`src/rtl/lsu_pkg.sv`:
```
// Shared definitions for the load/store unit: RV32I funct3 width codes and
// the LSU control state encoding.
package lsu_pkg;

    localparam logic [2:0] F3_LB  = 3'b000;
    localparam logic [2:0] F3_LH  = 3'b001;
    localparam logic [2:0] F3_LW  = 3'b010;
    localparam logic [2:0] F3_LBU = 3'b100;
    localparam logic [2:0] F3_LHU = 3'b101;
    localparam logic [2:0] F3_SB  = 3'b000;
    localparam logic [2:0] F3_SH  = 3'b001;
    localparam logic [2:0] F3_SW  = 3'b010;

    typedef enum logic [1:0] {
        ST_IDLE = 2'd0,
        ST_REQ  = 2'd1,
        ST_WAIT = 2'd2,
        ST_RESP = 2'd3
    } lsu_state_e;

endpackage

```
`src/rtl/lsu_align.sv`:
```
// Combinational datapath for the LSU: store strobes and lane replication,
// load lane extraction with sign/zero extension, and access legality.
module lsu_align
    import lsu_pkg::*;
#(
    parameter int DATA_WIDTH = 32
) (
    input  logic                  we,
    input  logic [2:0]            funct3,
    input  logic [1:0]            addr_lo,
    input  logic [DATA_WIDTH-1:0] wdata,
    input  logic [DATA_WIDTH-1:0] rdata,
    output logic [3:0]            wstrb,
    output logic [DATA_WIDTH-1:0] wdata_rep,
    output logic [DATA_WIDTH-1:0] rdata_ext,
    output logic                  err
);

    logic [7:0]  byte_lane;
    logic [15:0] half_lane;

    assign byte_lane = rdata[{addr_lo, 3'b000} +: 8];
    assign half_lane = rdata[{addr_lo[1], 4'b0000} +: 16];

    always_comb begin
        err       = 1'b0;
        wstrb     = 4'b0000;
        wdata_rep = wdata;
        rdata_ext = '0;

        // Stores share the low funct3 codes with loads; funct3[2] is load-only.
        case (funct3)
            F3_LB:   err = 1'b0;
            F3_LH:   err = addr_lo[0];
            F3_LW:   err = |addr_lo;
            F3_LBU:  err = we;
            F3_LHU:  err = we | addr_lo[0];
            default: err = 1'b1;
        endcase

        if (we) begin
            case (funct3[1:0])
                2'b00: begin
                    wstrb     = 4'b0001 << addr_lo;
                    wdata_rep = {4{wdata[7:0]}};
                end
                2'b01: begin
                    wstrb     = 4'b0011 << {addr_lo[1], 1'b0};
                    wdata_rep = {2{wdata[15:0]}};
                end
                default: begin
                    wstrb     = 4'b1111;
                    wdata_rep = wdata;
                end
            endcase
        end

        case (funct3)
            F3_LB:   rdata_ext = {{(DATA_WIDTH-8){byte_lane[7]}}, byte_lane};
            F3_LH:   rdata_ext = {{(DATA_WIDTH-16){half_lane[15]}}, half_lane};
            F3_LW:   rdata_ext = rdata;
            F3_LBU:  rdata_ext = {{(DATA_WIDTH-8){1'b0}}, byte_lane};
            F3_LHU:  rdata_ext = {{(DATA_WIDTH-16){1'b0}}, half_lane};
            default: rdata_ext = '0;
        endcase
    end

endmodule

```
`src/rtl/load_store_unit.sv`:
```
// RV32I load/store unit: accepts one core access at a time, issues a single
// word-aligned memory request and returns an extended result or an error.
module load_store_unit
    import lsu_pkg::*;
#(
    parameter int ADDR_WIDTH = 32,
    parameter int DATA_WIDTH = 32
) (
    input  logic                  clk,
    input  logic                  rst_n,
    input  logic                  req_valid,
    output logic                  req_ready,
    input  logic                  req_we,
    input  logic [2:0]            req_funct3,
    input  logic [ADDR_WIDTH-1:0] req_addr,
    input  logic [DATA_WIDTH-1:0] req_wdata,
    output logic                  resp_valid,
    output logic [DATA_WIDTH-1:0] resp_rdata,
    output logic                  resp_err,
    output logic                  mem_req,
    input  logic                  mem_gnt,
    output logic                  mem_we,
    output logic [ADDR_WIDTH-1:0] mem_addr,
    output logic [3:0]            mem_wstrb,
    output logic [DATA_WIDTH-1:0] mem_wdata,
    input  logic                  mem_rvalid,
    input  logic [DATA_WIDTH-1:0] mem_rdata
);

    lsu_state_e            state_q, state_d;
    logic                  we_q, we_d;
    logic [2:0]            funct3_q, funct3_d;
    logic [ADDR_WIDTH-1:0] addr_q, addr_d;
    logic [DATA_WIDTH-1:0] wdata_q, wdata_d;
    logic [DATA_WIDTH-1:0] rdata_q, rdata_d;
    logic                  err_q, err_d;

    logic                  idle;
    logic                  al_we;
    logic [2:0]            al_funct3;
    logic [1:0]            al_addr_lo;
    logic [DATA_WIDTH-1:0] al_wdata;
    logic [3:0]            al_wstrb;
    logic [DATA_WIDTH-1:0] al_wdata_rep;
    logic [DATA_WIDTH-1:0] al_rdata_ext;
    logic                  al_err;

    // In IDLE the aligner judges the incoming request; afterwards the latched one.
    assign idle       = (state_q == ST_IDLE);
    assign al_we      = idle ? req_we          : we_q;
    assign al_funct3  = idle ? req_funct3      : funct3_q;
    assign al_addr_lo = idle ? req_addr[1:0]   : addr_q[1:0];
    assign al_wdata   = idle ? req_wdata       : wdata_q;

    lsu_align #(
        .DATA_WIDTH (DATA_WIDTH)
    ) u_align (
        .we        (al_we),
        .funct3    (al_funct3),
        .addr_lo   (al_addr_lo),
        .wdata     (al_wdata),
        .rdata     (mem_rdata),
        .wstrb     (al_wstrb),
        .wdata_rep (al_wdata_rep),
        .rdata_ext (al_rdata_ext),
        .err       (al_err)
    );

    assign mem_req    = (state_q == ST_REQ);
    assign mem_we     = mem_req & we_q;
    assign mem_addr   = mem_req ? {addr_q[ADDR_WIDTH-1:2], 2'b00} : '0;
    assign mem_wstrb  = mem_req ? al_wstrb : 4'b0000;
    assign mem_wdata  = mem_req ? al_wdata_rep : '0;
    assign resp_valid = (state_q == ST_RESP);
    assign resp_err   = resp_valid & err_q;
    assign resp_rdata = rdata_q;
    assign req_ready  = idle;

    always_comb begin
        state_d  = state_q;
        we_d     = we_q;
        funct3_d = funct3_q;
        addr_d   = addr_q;
        wdata_d  = wdata_q;
        rdata_d  = rdata_q;
        err_d    = err_q;

        case (state_q)
            ST_IDLE: begin
                if (req_valid) begin
                    we_d     = req_we;
                    funct3_d = req_funct3;
                    addr_d   = req_addr;
                    wdata_d  = req_wdata;
                    err_d    = al_err;
                    if (al_err) begin
                        rdata_d = '0;
                        state_d = ST_RESP;
                    end else begin
                        state_d = ST_REQ;
                    end
                end
            end
            ST_REQ: begin
                if (mem_gnt) begin
                    if (we_q) begin
                        rdata_d = '0;
                        state_d = ST_RESP;
                    end else begin
                        state_d = ST_WAIT;
                    end
                end
            end
            ST_WAIT: begin
                if (mem_rvalid) begin
                    rdata_d = al_rdata_ext;
                    state_d = ST_RESP;
                end
            end
            default: state_d = ST_IDLE;
        endcase
    end

    always_ff @(posedge clk or negedge rst_n) begin
        if (!rst_n) begin
            state_q  <= ST_IDLE;
            we_q     <= 1'b0;
            funct3_q <= 3'b000;
            addr_q   <= '0;
            wdata_q  <= '0;
            rdata_q  <= '0;
            err_q    <= 1'b0;
        end else begin
            state_q  <= state_d;
            we_q     <= we_d;
            funct3_q <= funct3_d;
            addr_q   <= addr_d;
            wdata_q  <= wdata_d;
            rdata_q  <= rdata_d;
            err_q    <= err_d;
        end
    end

endmodule

```
`config.mk`:
```
export PLATFORM = sky130hd
export DESIGN_NAME = load_store_unit
export DESIGN_NICKNAME = d
export VERILOG_FILES = /design/src/rtl/lsu_pkg.sv /design/src/rtl/lsu_align.sv /design/src/rtl/load_store_unit.sv
export SDC_FILE = /design/constraint.sdc
export NUM_CORES = 1
export LEC_CHECK = 0
export ABC_AREA = 1
export CAP_MARGIN = 20
export CORE_UTILIZATION = 25
export CTS_BUF_LIST = sky130_fd_sc_hd__clkbuf_2 sky130_fd_sc_hd__clkbuf_4 sky130_fd_sc_hd__clkbuf_8
export DETAILED_ROUTE_END_ITERATION = 8
export SKIP_LAST_GASP = 1
export SLEW_MARGIN = 25
export SYNTH_ARGS = -nofsm -noshare
export SYNTH_HDL_FRONTEND = slang
export SYNTH_SLANG_ARGS = --single-unit
```
`constraint.sdc`:
```
create_clock -name clk -period 2.1 [get_ports clk]
set_input_delay 0.42 -clock clk [delete_from_list [all_inputs] [get_ports clk]]
set_output_delay 0.42 -clock clk [all_outputs]
set_load 0.01 [all_outputs]
```
After elaboration in Yosys (flattened, before gate mapping)
Cells that the tools add are included.

Word-level logic and storage cells: 60. Flip-flop bits (word level): 103.

Equality and inequality tests: 13. Reductions and logical operators: 8. Multiplexer cells: 25. Shifts and indexed selects: 4. Bitwise logic cells: 3.

Operator list (number): $mux W32 (9); $pmux W32 S5 (1); $pmux W32 S3 (1); $pmux W32 S2 (1); $shiftx A32 B6 Y16 (1); $shiftx A32 B6 Y8 (1); $mux W2 (5); $mux W4 (2); $pmux W4 S2 (1); $eq A3 B3 Y1 const B (2); $ne A2 B1 Y1 const B (3); $pmux W2 S3 (1); $reduce_and A6 Y1 (1); $pmux W1 S5 (1); $eq A2 B1 Y1 const B (2); $eq A2 B2 Y1 const B (2); $logic_not A2 Y1 (2); $ne A2 B2 Y1 const B (2); $shl A1 B2 Y4 const A (1); $shl A2 B2 Y4 const A (1); $eq A3 B1 Y1 const B (1); $eq A3 B2 Y1 const B (1); $logic_not A3 Y1 (1); $mux W3 (1); other kinds (7) (9).

Depth between registers and ports, before layout
Word-level depth: 7. Depth in mapped cells: 15.

By module
From an unflattened synthesis, not the netlist that was laid out.

Cells, all modules: 1045. Area, all modules: 6969.2 um^2.

By module, submodules not included: load_store_unit (area each 5530.3 um^2, cells each 703, seq. area each 2577.5 um^2, instances 1); lsu_align (area each 1438.9 um^2, cells each 342, seq. area each 0.0 um^2, instances 1).

Worst setup path before layout
Ideal clock, no wire load.

Path kind: reg2out. From: reg state_q[0]. To: out mem_wdata[31]. Data required time: 1680 ps. Buffers on the path: 2. Cell stages (with the launch flop): 13. Path slack: -202 ps. Arrival: 1882 ps. Cells stage by stage: dfrtp_1 -> inv_1 -> ha_1 -> buf_6 -> inv_8 -> buf_6 -> nand2_2 -> nand2_2 -> nor2_1 -> nand2_1 -> o21ai_0 -> nand2_1 -> a21oi_1.

Cells in the longest elaborated chain, start to end: 6.

RTL lines: start: declaration (RTL line load_store_unit.sv:30) `lsu_state_e state_q, state_d;`; start signal: assignment (RTL line load_store_unit.sv:134) `state_q <= state_d;`; $logic_not A2 Y1 (*) (RTL line load_store_unit.sv:49) `assign idle = (state_q == ST_IDLE);`; net req_ready (RTL line load_store_unit.sv:12) `output logic req_ready,`; $mux W3 (RTL line load_store_unit.sv:51) `assign al_funct3 = idle ? req_funct3 : funct3_q;`; $eq A2 B1 Y1 / $logic_not A2 Y1 (equally long branches) (RTL line lsu_align.sv:42) `case (funct3[1:0])`; $pmux W32 S2 (RTL line lsu_align.sv:42); $mux W32 (*) (RTL line lsu_align.sv:41) `if (we) begin`; $mux W32 (*) (RTL line load_store_unit.sv:73) `assign mem_wdata = mem_req ? al_wdata_rep : '0;`; end: declaration (RTL line load_store_unit.sv:25) `output logic [DATA_WIDTH-1:0] mem_wdata,`.

The timed path passes the listed nets; every way through them passes the cells marked *.

Final worst setup path
From: reg state_q[1]. To: out mem_wdata[9].

Cells in the longest elaborated chain, start to end: 6.

RTL lines (RTL line): $logic_not A2 Y1 (load_store_unit.sv:49); $mux W3 (load_store_unit.sv:51); $eq A2 B1 Y1 / $logic_not A2 Y1 (equally long branches) (lsu_align.sv:42); $pmux W32 S2 (lsu_align.sv:42); $mux W32 (lsu_align.sv:41); $mux W32 (*) (load_store_unit.sv:73).

Mark *: on every way between the ends. The rest lies on a longest branch, timed or not.

==> impl_results.md <==
* Status: complete, but fails checks
* Failing checks: negative setup slack
* Worst setup EP type: primary output
* Synth Instances at 973
* Yosys top cell area share at 39.5%
* Post-synthesis mux area share at 0%
* Setup repair after global routing missed its margin: yes
* Post-Synth Adder-Cell Area at about 1.1%
* Nets@finish at 1412
* Die span in y at 164 um
* Row cnt at 58
* Synth Area in Simple Gates at about a third
* GR Overflow Total at 0
* Seq cells post-synth at 103
* First-pass GRT wire length at 38100 um
* Mapped Area at 6530 um2
* Area Overhead vs Synth at 76.3%
* Register area at 2580 um2
* CTS max path bufs at 2
* Static Leak at between 6 and 7 nW
* Final min period at 2.60 ns
* Arr. time, crit path at 2.18 ns
* CTS buffer count at 9
* Starting DRC count in detailed routing at 436
* Max Clk Rate at 384 MHz
* First-pass DRT Iterations at 6
* Utilization after layout at 45.3%
* Compound-Gate Fraction of Synth Area at approximately 14%
* Main combinational cell family by area after synthesis: simple AND/OR/NAND/NOR gates
* Core region area at 25400 um2
* Share of post-route cells with drive strength above 1 at approximately 35%
* Crit-path max cell delay at 0.38 ns
* Hold WC Path Type: flop to flop
* Setup TNS at -27.70 ns
* Avg Cell Area, Syn at 6.71 um2
* Placed Instances at 1543
* Post-synth top area cell: dfrtp_1
* Number of clock sinks at between 100 and 150
* Antenna violations before repair at 0
* Pwr dens at 1730 nW/um2
* Routed length per instance at 15.6 um
* Multi-input logic area at 3900 um2
* Post-synthesis sequential area ratio at 39.5%
* Post-synthesis cell type count at 34
* WS Path Type: flop to primary output
* CTS root buf: clkbuf_8
* DP Area at 9570 um2
* Post-DP HPWL at around 17000 um
* DR DRC count at 0
* Fin. max-slew vios at 0
* Fillcell total at 2564
* Synth area leaders: dfrtp_1, nand2_1, inv_1
* # H-tree levels at 3
* Worst-path cell chain: inv_2 > ha_4 > buf_12 > bufbuf_16 > nand2_2 > o21ai_2 > buf_4 > o31ai_4 > buf_2
* Clk slew on worst S/H paths at around 0.11 ns
* Via count at between 7000 and 8000
* Crit start category: flop
* Synth warn at 0
* Finish-stage setup viols at 101
* CP Max Fanout at 14
* PortBufs at 207
* CTS tree: built
* Critical Path RT at approximately 1.7 ns
* Vias in the first global route at 7161
* Largest net degree at the start of global routing at approximately 70
* Wirelength, routed at 25500 um
* Final clock skew at 0.0152 ns
* Antenna violation net count after detailed routing at 0
* Max VDD drop at 0.796 mV
* Post-Layout Cell Count at ~1600
* Final Hold Fails at 0
* Worst-skew pair later-pin latency at 0.41 ns
* Antenna cells at 0
* Width of the die at 164 um
* Gpl congestion at between 0.9 and 1
* Tcrit/Tclk final at 124%
* Synth Area in XOR/XNOR at 0%
* Top-level port count at 210
* Vias/cell at 4.53
* Total die area at around 27000 um2
* Final worst slack at -0.501 ns
* Pwr Total at 19.9 mW
* Slowest cell on crit path: dfrtp_1
* Starting Density at 25.7%
* GR Util All Layers at approximately 18%
* Final Cell Area at ~12000 um2
* Max-cap violation count at 0
==> worst max-delay path, delay by kind of cell, from the launching register on <==
family,cells,cell delay (ns)
buf+inv,5,0.83
simple gates,1,0.08
flops,1,0.38
fa+ha+maj,1,0.21
compound gates,2,0.28
==> repair_timing <==
action                                  4_1_cts  5_1_grt
hold buffers                                  1        0
endpoints found under the setup margin      104      106
endpoints found under the hold margin        27        0
buffers inserted                             41       32
cloned                                       12        3
pin swaps                                    29       45
gates resized for setup                     403      235
==> synth_stat cells <==
cell        n
nand2_4     3
a31oi_1     1
nor3_1      1
o21ai_0    85
ha_1        6
buf_1       1
nand2_1   393
dfrtp_1   103
clkbuf_1   30
nand3_4     1
nand3_1    49
o21ai_2    27
nand3_2     1
buf_8       1
clkinv_1    1
o22ai_2     1
inv_2       1
o31ai_1     5
a21oi_1    27
buf_6      10
o21ai_1     6
inv_8       1
inv_1     133
nor2_1     51
nor2_4      1
conb_1      1
nand2_8     1
nor4_4      1
buf_4       2
nand2_2    13
nor2_8      1
o22ai_1     4
o211ai_1    1
buf_2      10
==> state kept, by name (all words and copies together) (netlist names) <==
register and count:
funct3_q 3, resp_rdata 32, we_q 1, wdata_q 32
err_q 1, state_q 2, addr_q 32
==> per-stage QoR <==
stage | hold WS, ns | setup slack (ns)
after floorplan | 0.124 | -0.00597
after global placement | 0.408 | -0.690
after detailed placement | 0.409 | -0.701
after CTS | 0.493 | -0.524
after global routing | 0.515 | -0.630
final | 0.491 | -0.501
==> where the power goes <==
part	internal [mW]	leakage, nW	switching, mW	total, mW
Combinational	7.57	4.58	7.66	15.2
Sequential	2.81	1.32	0.520	3.33
Clock	0.509	0.106	0.876	1.38
Total	10.9	6.01	9.05	19.9
==> layout make-up <==
type | count | share of cell area, %
Timing Repair Buffer | 369 | 33.6
Inverter | 136 | 4.65
Tap cell | 330 | 3.59
Clock buffer | 10 | 1.20
Sequential cell | 103 | 22.4
Multi-Input combinational cell | 682 | 33.9
Clock inverter | 6 | 0.630
==> cell families after synthesis <==
group / count (synthesis)
flip-flops: 103
AND/OR/NAND/NOR: 516
other: 1
adder cells (fa/ha/maj): 6
buffers and inverters: 190
AO/OA/AOI/OAI: 157
==> layer usage <==
metal / global-route usage, % / up-vias / part of all wire (%)
met1: 24.2 / 3476 / 43
li1: - / 3653 / -
met5: 0 / - / 0
met4: 4.46 / 0 / 1.5
met2: 30.2 / 260 / 47
met3: 4.60 / 27 / 7.8
==> final timing paths <==
kind	startpoint	endpoint	slack [ns]	cells after the start
min in group asynchronous	rst_n	resp_rdata[9]	0.50	2
min	addr_q[29]	addr_q[29]	0.49	2
max	state_q[1]	mem_wdata[9]	-0.50	9
min reg2reg	addr_q[29]	addr_q[29]	0.49	2
max reg2reg	state_q[1]	resp_rdata[22]	-0.29	15
max in group asynchronous	rst_n	wdata_q[19]	1.01	3
==> cells in the final DEF (no fill, tap or decap), types with 38 or more instances in the layout <==
cell type	n
inv_1	116
nand3_1	46
buf_4	71
buf_2	46
nand2_2	56
o21ai_0	54
dfrtp_1	103
o21ai_2	38
nand2_1	323
clkdlybuf4s50_1	135
buf_6	70
Power figures use the tool's default switching activity.
